<file path="src/rtl/inc_arb_pkg.sv">
// ============================================================================
// Module : inc_arb_pkg
// Brief  : Shared types, default widths and round-robin helper for inc_arbiter.
// Rev    : 1.0  initial release
// ============================================================================
`default_nettype none

package inc_arb_pkg;

    localparam int MAX_REQ    = 8;
    localparam int DEF_N_REQ  = 2;
    localparam int DEF_CNT_W  = 2;
    localparam int DEF_PEND_W = 2;

    typedef enum logic [1:0] {
        IDLE  = 2'd0,
        ISSUE = 2'd1,
        GAP   = 2'd2
    } state_t;

    typedef struct packed {
        logic       valid;
        logic [2:0] idx;
    } pick_t;

    // First set bit of nz searching upward from last+1, wrapping within n.
    function automatic pick_t rr_pick(input logic [MAX_REQ-1:0] nz,
                                      input logic [2:0]         last,
                                      input int                 n);
        pick_t p;
        int    j;
        p = '0;
        for (int k = 1; k <= MAX_REQ; k++) begin
            j = (int'(last) + k) % n;
            if (k <= n && !p.valid && nz[j]) begin
                p.valid = 1'b1;
                p.idx   = 3'(j);
            end
        end
        return p;
    endfunction

endpackage

`default_nettype wire

</file>
<file path="src/rtl/inc_arbiter_if.sv">
// ============================================================================
// Module : inc_arbiter_if
// Brief  : Request/status bundle between requesters and inc_arbiter.
// Rev    : 1.0  initial release
// ============================================================================
`default_nettype none

interface inc_arbiter_if #(
    parameter int N_REQ = 2,
    parameter int CNT_W = 2
);
    localparam int GID_W = (N_REQ > 1) ? $clog2(N_REQ) : 1;

    logic [N_REQ-1:0] req;
    logic             hold;
    logic             clr;
    logic [CNT_W-1:0] count;
    logic             inc_pulse;
    logic [GID_W-1:0] grant_id;
    logic [N_REQ-1:0] ack;
    logic [N_REQ-1:0] ovf;

    modport master (
        output req, hold, clr,
        input  count, inc_pulse, grant_id, ack, ovf
    );

    modport slave (
        input  req, hold, clr,
        output count, inc_pulse, grant_id, ack, ovf
    );

endinterface

`default_nettype wire

</file>
<file path="src/rtl/inc_req_slot.sv">
// ============================================================================
// Module : inc_req_slot
// Brief  : Per-requester edge detect, saturating pending counter, sticky ovf.
// Rev    : 1.0  initial release
// ============================================================================
`default_nettype none

module inc_req_slot #(
    parameter int PEND_W = 2
) (
    input  wire logic clk,
    input  wire logic rst,
    input  wire logic i_req,
    input  wire logic i_svc,
    input  wire logic i_clr,
    output logic      o_pending_nz,
    output logic      o_ovf
);
    localparam logic [PEND_W-1:0] c_PEND_MAX = '1;

    logic              r_req_q;
    logic [PEND_W-1:0] r_pend;
    logic              r_ovf;
    logic              w_rise;
    logic              w_drop;

    assign w_rise = i_req & ~r_req_q;
    assign w_drop = w_rise & ~i_svc & (r_pend == c_PEND_MAX);

    always_ff @(posedge clk or posedge rst) begin
        if (rst) begin
            r_req_q <= 1'b0;
            r_pend  <= '0;
            r_ovf   <= 1'b0;
        end else begin
            r_req_q <= i_req;
            if (w_rise && !i_svc && !w_drop) begin
                r_pend <= r_pend + 1'b1;
            end else if (!w_rise && i_svc) begin
                r_pend <= r_pend - 1'b1;
            end
            if (i_clr) begin
                r_ovf <= 1'b0;
            end else if (w_drop) begin
                r_ovf <= 1'b1;
            end
        end
    end

    assign o_pending_nz = (r_pend != '0);
    assign o_ovf        = r_ovf;

endmodule

`default_nettype wire

</file>
<file path="src/rtl/inc_arbiter.sv">
// ============================================================================
// Module : inc_arbiter
// Brief  : Round-robin sequencer driving single-cycle increments of a shared counter.
// Rev    : 1.0  initial release
// ============================================================================
`default_nettype none

module inc_arbiter
    import inc_arb_pkg::*;
#(
    parameter int N_REQ  = DEF_N_REQ,
    parameter int CNT_W  = DEF_CNT_W,
    parameter int PEND_W = DEF_PEND_W
) (
    input  wire logic     clk,
    input  wire logic     rst,
    inc_arbiter_if.slave  bus
);
    localparam int GID_W = (N_REQ > 1) ? $clog2(N_REQ) : 1;

    logic [N_REQ-1:0]   w_pend_nz;
    logic [N_REQ-1:0]   w_ovf;
    logic [N_REQ-1:0]   w_svc;
    logic [MAX_REQ-1:0] w_nz_ext;
    pick_t              w_pick;
    logic [GID_W-1:0]   w_win;
    logic               w_enter;

    state_t             r_state;
    logic [GID_W-1:0]   r_last;
    logic [GID_W-1:0]   r_gid;
    logic [CNT_W-1:0]   r_count;
    logic               r_pulse;
    logic [N_REQ-1:0]   r_ack;

    always_comb begin
        w_nz_ext              = '0;
        w_nz_ext[N_REQ-1:0]   = w_pend_nz;
    end

    assign w_pick  = rr_pick(w_nz_ext, 3'(r_last), N_REQ);
    assign w_win   = GID_W'(w_pick.idx);
    // ISSUE is always followed by GAP, which caps throughput at one grant per two cycles.
    assign w_enter = (r_state != ISSUE) && !bus.hold && w_pick.valid;

    always_comb begin
        w_svc = '0;
        if (w_enter) begin
            w_svc[w_win] = 1'b1;
        end
    end

    for (genvar gi = 0; gi < N_REQ; gi++) begin : g_slot
        inc_req_slot #(
            .PEND_W (PEND_W)
        ) u_slot (
            .clk          (clk),
            .rst          (rst),
            .i_req        (bus.req[gi]),
            .i_svc        (w_svc[gi]),
            .i_clr        (bus.clr),
            .o_pending_nz (w_pend_nz[gi]),
            .o_ovf        (w_ovf[gi])
        );
    end

    always_ff @(posedge clk or posedge rst) begin
        if (rst) begin
            r_state <= IDLE;
            r_last  <= GID_W'(N_REQ - 1);
            r_gid   <= '0;
            r_count <= '0;
            r_pulse <= 1'b0;
            r_ack   <= '0;
        end else begin
            case (r_state)
                ISSUE:   r_state <= GAP;
                default: r_state <= w_enter ? ISSUE : IDLE;
            endcase
            r_pulse <= w_enter;
            r_ack   <= w_svc;
            if (w_enter) begin
                r_gid   <= w_win;
                r_last  <= w_win;
                r_count <= bus.clr ? CNT_W'(1) : r_count + 1'b1;
            end else if (bus.clr) begin
                r_count <= '0;
            end
        end
    end

    assign bus.count     = r_count;
    assign bus.inc_pulse = r_pulse;
    assign bus.grant_id  = r_gid;
    assign bus.ack       = r_ack;
    assign bus.ovf       = w_ovf;

endmodule

`default_nettype wire
</file>
<file path="src/flat_wrapper.sv">
// flat-port wrapper written by rule: the top's interface ports become plain ports
module inc_arbiter_flat import inc_arb_pkg::*;
#(
    parameter int N_REQ  = DEF_N_REQ,
    parameter int CNT_W  = DEF_CNT_W,
    parameter int PEND_W = DEF_PEND_W
)
  (clk, rst, bus_req, bus_hold, bus_clr, bus_count, bus_inc_pulse, bus_grant_id, bus_ack, bus_ovf);
  inc_arbiter_if #(.N_REQ(N_REQ), .CNT_W(CNT_W)) bus_i ();
  input  wire logic clk;
  input  wire logic rst;
  input wire logic [$bits(bus_i.req)-1:0] bus_req;
  input wire logic [$bits(bus_i.hold)-1:0] bus_hold;
  input wire logic [$bits(bus_i.clr)-1:0] bus_clr;
  output wire logic [$bits(bus_i.count)-1:0] bus_count;
  output wire logic [$bits(bus_i.inc_pulse)-1:0] bus_inc_pulse;
  output wire logic [$bits(bus_i.grant_id)-1:0] bus_grant_id;
  output wire logic [$bits(bus_i.ack)-1:0] bus_ack;
  output wire logic [$bits(bus_i.ovf)-1:0] bus_ovf;
  assign bus_i.req = bus_req;
  assign bus_i.hold = bus_hold;
  assign bus_i.clr = bus_clr;
  assign bus_count = bus_i.count;
  assign bus_inc_pulse = bus_i.inc_pulse;
  assign bus_grant_id = bus_i.grant_id;
  assign bus_ack = bus_i.ack;
  assign bus_ovf = bus_i.ovf;
  inc_arbiter #(.N_REQ(N_REQ), .CNT_W(CNT_W), .PEND_W(PEND_W)) u_core (.clk(clk), .rst(rst), .bus(bus_i));
endmodule
</file>
<file path="config.mk">
export PLATFORM = sky130hd
export DESIGN_NAME = inc_arbiter_flat
export DESIGN_NICKNAME = d
export VERILOG_FILES = /design/src/rtl/inc_arb_pkg.sv /design/src/rtl/inc_arbiter_if.sv /design/src/rtl/inc_req_slot.sv /design/src/rtl/inc_arbiter.sv /design/src/flat_wrapper.sv
export SDC_FILE = /design/constraint.sdc
export NUM_CORES = 1
export LEC_CHECK = 0
export CORE_MARGIN = 2
export CORE_UTILIZATION = 43
export DETAILED_ROUTE_END_ITERATION = 8
export GPL_ROUTABILITY_DRIVEN = 0
export PLACE_DENSITY = 0.68
export SYNTH_ARGS = -nofsm -noshare
export SYNTH_HDL_FRONTEND = slang
export SYNTH_HIERARCHICAL = 1
export SYNTH_SLANG_ARGS = --single-unit
</file>
<file path="constraint.sdc">
create_clock -name clk -period 3 [get_ports clk]
set_clock_uncertainty 0.05 [all_clocks]
set_input_delay 0.45 -clock clk [delete_from_list [all_inputs] [get_ports clk]]
set_output_delay 0.45 -clock clk [all_outputs]
set_load 0.02 [all_outputs]
</file>
==> qor.json, run 1 <==
{
  "run_status": {"value": "finished clean"},
  "synthesis.area": {"value": 719, "unit": "sq um"},
  "grtUsageTotal": {"value": 14.4, "unit": "%"},
  "seqPwrFrac": {"value": 48.3, "unit": "%"},
  "design.final.nets": {"value": 86},
  "setup_tns": {"value": 0, "unit": "ns"},
  "cellPowerDensity": {"value": 811, "unit": "mW/mm^2"},
  "area_of_combinational_cells_with_multiple_inputs": {"value": 255, "unit": "sq um"},
  "clock-root-buffer": {"value": "clkbuf_4"},
  "routed-via-count": {"value": 506},
  "mappedNetlistNets": {"value": 69},
  "post-layout-total-power": {"value": 0.000718, "unit": "W"},
  "ctsHtreeMaxLevel": {"value": 1},
  "worst_ep_arrival_time": {"value": 2.19, "unit": "ns"},
  "post_dp_hpwl": {"value": 966, "unit": "microns"},
  "timing.critical_path.to": {"value": "u_core/g_slot[0].u_slot/r_pend[1]$_DFFE_PP0P_"},
  "hold_buffers": {"value": 0},
  "fin_crit": {"value": 2.08, "unit": "ns"},
  "worstPathMaxFanout": {"value": 6},
  "grt_max_degree": {"value": 11},
  "clock_latency_of_the_later_clocked_register_in_the_worst_skew_pair": {"value": 0.28, "unit": "ns"},
  "max_slew.worst_pin.slew": {"value": 0.357, "unit": "ns"},
  "crit-reg2reg-launch": {"value": "u_core/g_slot[1].u_slot/r_pend[0]$_DFFE_PP0P_"},
  "global_route_wire_length_before_repair": {"value": 2.04, "unit": "mm"},
  "synth_ff_type": {"value": "dfrtp_1"},
  "crit_path_start": {"value": "bus_hold"},
  "hold_viol_final": {"value": 0},
  "cts.sinks": {"value": 17},
  "setup_violations": {"value": 0},
  "synth_warn": {"value": 6},
  "leakagePower": {"value": 0.384, "unit": "nW"},
  "cts_setup_buffers": {"value": 0},
  "clk_pin_slew": {"value": 0.10, "unit": "ns"},
  "vias_per_cell": {"value": 5.33},
  "globalRouteOverflowTotal": {"value": 0},
  "worst_r2r_path_depth": {"value": 7},
  "area.growth.synth_to_final": {"value": 23.1, "unit": "%"},
  "synth-seq-area-share": {"value": 59.3, "unit": "%"},
  "hp-class": {"value": "in -> async"},
  "crit_path_start_kind": {"value": "input pin"},
  "rsz_0062_raised_after_global_routing": {"value": "no"},
  "final_max_slew_viol_count": {"value": 0},
  "wirelength": {"value": 1.25, "unit": "mm"},
  "antenna-diode-count": {"value": 0},
  "timing.final.crit_share": {"value": 69.2, "unit": "%"},
  "timing.slew.headroom": {"value": 76.2, "unit": "%"},
  "r2r_setup_slack": {"value": 0.95, "unit": "ns"},
  "sw_frac_of_total": {"value": 34.5, "unit": "%"},
  "leading_area_contributor_after_synthesis": {"value": "dfrtp_1"},
  "num_rows": {"value": 14},
  "postCtsResizedCells": {"value": 0},
  "register_area": {"value": 427, "unit": "sq um"},
  "die_area": {"value": 0.00202, "unit": "sq mm"},
  "number_of_global_route_vias_before_repair": {"value": 494},
  "crit-reg2reg-capture": {"value": "u_core/g_slot[0].u_slot/r_pend[1]$_DFFE_PP0P_"},
  "synth.area.top_cells": {"value": "dfrtp_1 (56%), o21ai_0 (4.9%), dfstp_2 (3.7%)"},
  "intPower": {"value": 0.000470, "unit": "W"},
  "cp_data_required_time": {"value": 3.11, "unit": "ns"},
  "pwr-share-comb": {"value": 35.3, "unit": "%"},
  "cts_tree": {"value": "done"},
  "cts_inserted_buffers": {"value": 3},
  "max-clock-path-buffers": {"value": 2},
  "chipWidth": {"value": 44.9, "unit": "microns"},
  "detail_route.wl_per_cell": {"value": 13.1, "unit": "microns"},
  "crit_path_category": {"value": "in -> reg"},
  "drt.antenna.violating_nets": {"value": 0},
  "drive_above_1_share": {"value": 13.9, "unit": "%"},
  "boundaryPins": {"value": 14},
  "drt-initial-drc-count": {"value": 3},
  "synth_area_per_inst": {"value": 11.4, "unit": "sq um"},
  "cap_violations": {"value": 0},
  "drc": {"value": 0},
  "drt-pass1-iter-count": {"value": 3},
  "io_buffers": {"value": 13},
  "yosys_register_bits": {"value": 17},
  "p_switching": {"value": 0.000248, "unit": "W"},
  "die-height": {"value": 44.9, "unit": "microns"},
  "floorplan.core_area": {"value": 0.00154, "unit": "sq mm"},
  "asyncSetResetFlopFracSynth": {"value": 100, "unit": "%"},
  "synth_most_common_cell": {"value": "dfrtp_1"},
  "starting_utilization_of_the_core_area": {"value": 46.7, "unit": "%"},
  "maxClockFrequency": {"value": 482, "unit": "MHz"},
  "synth_top_area_share": {"value": 55.7, "unit": "%"},
  "yosys-top-cells-count": {"value": "dfrtp_1 (16), o21ai_0 (7), inv_1 (5)"},
  "vdd.ir_drop.worst": {"value": 0.420, "unit": "mV"},
  "antenna_found_initial": {"value": 0},
  "finalHoldWorstSlack": {"value": 0.345, "unit": "ns"},
  "timing.critical_path.to_type": {"value": "register"},
  "num-fill-cells": {"value": 138},
  "synth-edff-count": {"value": 0},
  "synth_cells": {"value": 63},
  "yosysUniqueCellTypes": {"value": 23},
  "clkPwrFrac": {"value": 16.4, "unit": "%"}
}
power by group through the flow:
stage          Combinational, W  Clock (W)  Sequential, W
2_1_floorplan          0.000133          0       0.000376
3_3_place_gp           0.000248          0       0.000346
3_5_place_dp           0.000256          0       0.000350
4_1_cts                0.000256   0.000122       0.000347
5_1_grt                0.000275   0.000130       0.000355
6_report               0.000254   0.000118       0.000347
worst max-delay path, stage by stage:
cell and delay, ns:
clkdlybuf4s50_1 0.46, or3_1 0.51, a21oi_1 0.34, inv_1 0.12, o21ai_0 0.19, o311ai_1 0.12
layer usage:
layer / part of all wire (%) / up-vias / track usage (%)
met3: 3.2 / 0 / 3.60
met1: 46 / 246 / 16.4
met4: 0 / 0 / 7.06
met5: 0 / - / 0
met2: 51 / 9 / 24.9
li1: - / 251 / -
logic make-up (layout without fill, tap and decap cells):
logic type / count (synthesis) / in the layout / synth area share (%)
AOI/OAI and AO/OA: 18 / 18 / 15.3
DFF: 17 / 17 / 59.3
and+or+nand+nor: 17 / 17 / 16.5
buffers and inverters: 8 / 24 / 5.22
xor gates and xnor gates: 3 / 3 / 3.65
flip-flops by register name, indices dropped and copies added, names as in the netlist:
| name | flops |
|---|---|
| u_core/g_slot.u_slot/r_req_q | 2 |
| u_core/r_state | 2 |
| u_core/r_last | 1 |
| u_core/g_slot.u_slot/r_pend | 4 |
| u_core/bus.count | 2 |
| u_core/bus.grant_id | 1 |
| u_core/bus.inc_pulse | 1 |
| u_core/g_slot.u_slot/o_ovf | 2 |
| u_core/bus.ack | 2 |
how the worst min path moves through the flow:
stage	to	cells past startpoint	slack (ns)
after floorplan	u_core/g_slot[0].u_slot/o_ovf$_DFFE_PP0P_	1	0.17
after global placement	u_core/r_state[1]$_DFF_PP0_	1	0.40
after detailed placement	u_core/r_state[1]$_DFF_PP0_	1	0.41
after CTS	u_core/g_slot[1].u_slot/r_pend[0]$_DFFE_PP0P_	2	0.34
after global routing	u_core/g_slot[1].u_slot/r_pend[1]$_DFFE_PP0P_	2	0.38
final	u_core/g_slot[1].u_slot/o_ovf$_DFFE_PP0P_	2	0.35
through the flow:
step                      worst slack, ns  area, sq um  instances  utilization, %
after floorplan                      1.22          719         63               -
final                               0.924          886         95            57.5
after detailed placement            0.635          858         91            55.7
after CTS                           0.942          886         95            57.5
after global routing                0.817          886         95            57.5
after global placement              0.734          858         91            55.7
cell usage in the layout (no fill, tap or decap):
| master | n |
|---|---|
| nor2b_4 | 1 |
| or3_1 | 1 |
| a31oi_1 | 2 |
| nand2_1 | 1 |
| and2b_2 | 2 |
| nor3b_1 | 2 |
| nor2b_1 | 3 |
| clkbuf_4 | 3 |
| o22ai_1 | 2 |
| o21ai_0 | 7 |
| a21oi_1 | 2 |
| nor2_1 | 3 |
| or4_1 | 1 |
| or2_1 | 2 |
| a21o_1 | 2 |
| dfrtp_1 | 16 |
| o31ai_1 | 1 |
| and4bb_2 | 1 |
| inv_1 | 5 |
| o311ai_1 | 2 |
| inv_2 | 2 |
| xnor2_1 | 3 |
| clkdlybuf4s50_1 | 13 |
| dfstp_2 | 1 |
| clkinv_2 | 1 |
area by class of cell:
class / instances / area share, %
inverter: 7 / 2.97
clock inverter: 1 / 0.565
tap: 16 / 2.26
clock buffer: 3 / 2.54
multi-input combinational: 38 / 28.8
timing repair buffer: 13 / 14.7
sequential: 17 / 48.2
(Power assumes the default switching activity.)
==> inputs of run 2 (changes only) <==
clock period = 2.2 ns   (was 3 ns; I/O delays follow)
==> qor.json, run 2 (synthesis results as in run 1) <==
{
  "hold_buffers": {"value": 0, "change": "unchanged"},
  "timing.final.crit_share": {"value": 89.3, "unit": "%"},
  "worst_r2r_path_depth": {"value": 7, "change": "unchanged"},
  "postPlaceCellArea": {"value": 866, "unit": "sq um", "change": "+0.87%"},
  "design.final.nets": {"value": 87, "change": "+1.2%"},
  "crit-reg2reg-capture": {"value": "u_core/g_slot[0].u_slot/r_pend[1]$_DFFE_PP0P_"},
  "run_status": {"value": "finished clean"},
  "critical_path.n_buffers_inverters": {"value": 1, "change": "-1"},
  "globalRouteOverflowTotal": {"value": 0, "change": "unchanged"},
  "antenna-diode-count": {"value": 0, "change": "unchanged"},
  "drt-initial-drc-count": {"value": 7, "change": "+4"},
  "slowest_stage": {"value": "dfrtp_1"},
  "worstPathMaxFanout": {"value": 5, "change": "-1"},
  "max-clock-path-buffers": {"value": 2, "change": "unchanged"},
  "r2r_setup_slack": {"value": 0.24, "unit": "ns", "change": "-0.71 ns"},
  "largest_register_ffs": {"value": 4, "change": "unchanged"},
  "die-height": {"value": 44.9, "unit": "microns", "change": "unchanged"},
  "worst_ep_arrival_time": {"value": 2.07, "unit": "ns", "change": "-0.12 ns"},
  "postCtsResizedCells": {"value": 0, "change": "unchanged"},
  "maxClockFrequency": {"value": 509, "unit": "MHz"},
  "boundaryPins": {"value": 14, "change": "unchanged"},
  "hold_viol_final": {"value": 0, "change": "unchanged"},
  "ctsHtreeMaxLevel": {"value": 1, "change": "unchanged"},
  "routed-via-count": {"value": 516, "change": "+2.0%"},
  "layout_commonest_cell": {"value": "dfrtp_1"},
  "die_area": {"value": 0.00202, "unit": "sq mm", "change": "unchanged"},
  "grt_max_degree": {"value": 10, "change": "-1"},
  "intPower": {"value": 0.000647, "unit": "W", "change": "+38%"},
  "finalHoldWorstSlack": {"value": 0.230, "unit": "ns", "change": "-0.115 ns"},
  "final_core_util": {"value": 57.9, "unit": "%", "change": "+0.41 points"},
  "cp_data_required_time": {"value": 2.31, "unit": "ns", "change": "-0.80 ns"},
  "io_buffers": {"value": 13, "change": "unchanged"},
  "starting_utilization_of_the_core_area": {"value": 46.7, "unit": "%", "change": "unchanged"},
  "timing.critical_path.to": {"value": "u_core/g_slot[0].u_slot/r_pend[1]$_DFFE_PP0P_"},
  "cap_violations": {"value": 0, "change": "unchanged"},
  "cellPowerDensity": {"value": 1100, "unit": "mW/mm^2", "change": "+36%"},
  "final_area": {"value": 892, "unit": "sq um", "change": "+0.71%"},
  "grtUsageTotal": {"value": 15.7, "unit": "%", "change": "+1.4 points"},
  "area.growth.synth_to_final": {"value": 24.0, "unit": "%"},
  "pwr-share-comb": {"value": 35.4, "unit": "%", "change": "about the same"},
  "seqPwrFrac": {"value": 48.3, "unit": "%", "change": "about the same"},
  "setup_tns": {"value": 0, "unit": "ns", "change": "unchanged"},
  "clock-root-buffer": {"value": "clkbuf_4"},
  "cts_inserted_buffers": {"value": 3, "change": "unchanged"},
  "setup_violations": {"value": 0, "change": "unchanged"},
  "drive_above_1_share": {"value": 13.8, "unit": "%", "change": "-0.17 points"},
  "critical_path.max_stage_delay": {"value": 0.41, "unit": "ns", "change": "-0.10 ns"},
  "worst-path-stages": {"value": 7, "change": "+1"},
  "crit_path_start_kind": {"value": "register"},
  "floorplan.core_area": {"value": 0.00154, "unit": "sq mm", "change": "unchanged"},
  "num_rows": {"value": 14, "change": "unchanged"},
  "vias_per_cell": {"value": 5.38, "change": "+0.91%"},
  "final_cell_mix": {"value": "dfrtp_1 (16), clkdlybuf4s50_1 (13), o21ai_0 (7), inv_1 (5)"},
  "cts_tree": {"value": "done"},
  "postLayoutSetupSlackWorst": {"value": 0.236, "unit": "ns", "change": "-0.688 ns"},
  "crit_path_category": {"value": "reg -> reg"},
  "chipWidth": {"value": 44.9, "unit": "microns", "change": "unchanged"},
  "post_dp_hpwl": {"value": 962, "unit": "microns", "change": "-0.46%"},
  "preCtsSetupSlack": {"value": 0.0505, "unit": "ns", "change": "-0.584 ns"},
  "hp-class": {"value": "in -> async"},
  "path_delay_family": {"value": "compound AO/OA/AOI/OAI gates"},
  "sw_frac_of_total": {"value": 34.2, "unit": "%", "change": "-0.34 points"},
  "timing.slew.headroom": {"value": 77.3, "unit": "%", "change": "+1.2 points"},
  "global_route_wire_length_before_repair": {"value": 2.23, "unit": "mm", "change": "+9.1%"},
  "p_switching": {"value": 0.000335, "unit": "W", "change": "+35%"},
  "vdd.ir_drop.worst": {"value": 0.514, "unit": "mV", "change": "+23%"},
  "final_max_slew_viol_count": {"value": 0, "change": "unchanged"},
  "critical_path.cell_chain": {"value": "or2_1, nor2_1, or3_1, a21oi_1, inv_1, o21ai_0, o311ai_1"},
  "crit-reg2reg-launch": {"value": "u_core/g_slot[1].u_slot/r_pend[1]$_DFFE_PP0P_"},
  "clkPwrFrac": {"value": 16.4, "unit": "%", "change": "about the same"},
  "drc": {"value": 0, "change": "unchanged"},
  "drt-pass1-iter-count": {"value": 4, "change": "+1"},
  "wirelength": {"value": 1.23, "unit": "mm", "change": "-1.1%"},
  "antenna_found_initial": {"value": 0, "change": "unchanged"},
  "drt.antenna.violating_nets": {"value": 0, "change": "unchanged"},
  "cts.sinks": {"value": 17, "change": "unchanged"},
  "timing.critical_path.to_type": {"value": "register"},
  "fin_crit": {"value": 1.96, "unit": "ns"},
  "cts_setup_buffers": {"value": 0, "change": "unchanged"},
  "clock_latency_of_the_later_clocked_register_in_the_worst_skew_pair": {"value": 0.28, "unit": "ns", "change": "about the same"},
  "clk_pin_slew": {"value": 0.10, "unit": "ns", "change": "about the same"},
  "max_slew.worst_pin.slew": {"value": 0.339, "unit": "ns", "change": "-0.0172 ns"},
  "leakagePower": {"value": 0.386, "unit": "nW", "change": "+0.49%"},
  "num-fill-cells": {"value": 146, "change": "+5.8%"},
  "detail_route.wl_per_cell": {"value": 12.8, "unit": "microns", "change": "-2.2%"},
  "number_of_global_route_vias_before_repair": {"value": 509, "change": "+3.0%"},
  "largest_register": {"value": "u_core/g_slot.u_slot/r_pend"},
  "rsz_0062_raised_after_global_routing": {"value": "no"},
  "crit_path_start": {"value": "u_core/g_slot[1].u_slot/r_pend[1]$_DFFE_PP0P_"}
}
-- run 2: worst register-to-register path, cell delays in order, from the launching register on --
cell	delay [ns]
dfrtp_1	0.41
or2_1	0.20
nor2_1	0.07
or3_1	0.34
a21oi_1	0.30
inv_1	0.12
o21ai_0	0.21
o311ai_1	0.14
-- run 2: metrics by stage --
stage	instances	power, W
CTS	96	0.000992
detailed placement	92	0.000829
global route	96	0.00105
floorplan	63	0.000694
finish	96	0.000982
global placement	92	0.000814
-- run 2: layout make-up --
| cell class | instances | area, sq um | share of cell area [%] |
|---|---|---|---|
| sequential | 17 | 427 | 47.8 |
| multi-input combinational | 38 | 255 | 28.6 |
| timing repair buffer | 14 | 138 | 15.4 |
| clock buffer | 4 | 26.3 | 2.95 |
| inverter | 7 | 26.3 | 2.95 |
| tap | 16 | 20.0 | 2.24 |
-- run 2: power by group through the flow --
stage                     Clock (W)  Combinational [W]  Sequential (W)
final                      0.000161           0.000347        0.000474
after floorplan                   0           0.000181        0.000513
after CTS                  0.000167           0.000351        0.000474
after detailed placement          0           0.000348        0.000481
after global routing       0.000182           0.000382        0.000487
after global placement            0           0.000340        0.000474
-- run 2: worst min-delay path by stage --
| stage | from | end | slack, ns | cells past startpoint |
|---|---|---|---|---|
| floorplan | rst | u_core/g_slot[0].u_slot/o_ovf$_DFFE_PP0P_ | 0.05 | 1 |
| detailed placement | u_core/r_state[1]$_DFF_PP0_ | u_core/r_state[1]$_DFF_PP0_ | 0.41 | 1 |
| finish | rst | u_core/g_slot[1].u_slot/r_pend[1]$_DFFE_PP0P_ | 0.23 | 2 |
| global placement | u_core/r_state[1]$_DFF_PP0_ | u_core/r_state[1]$_DFF_PP0_ | 0.40 | 1 |
| global route | rst | u_core/g_slot[1].u_slot/o_ovf$_DFFE_PP0P_ | 0.26 | 2 |
| CTS | rst | u_core/g_slot[1].u_slot/o_ovf$_DFFE_PP0P_ | 0.23 | 2 |
-- run 2: metal layers --
metal | up-vias | wire, microns | global-route usage [%]
met3 | 2 | 56 | 2.80
met5 | - | 0 | 0
met1 | 250 | 600 | 21.0
li1 | 253 | - | -
met2 | 11 | 565 | 24.3
met4 | 0 | 9 | 8.82
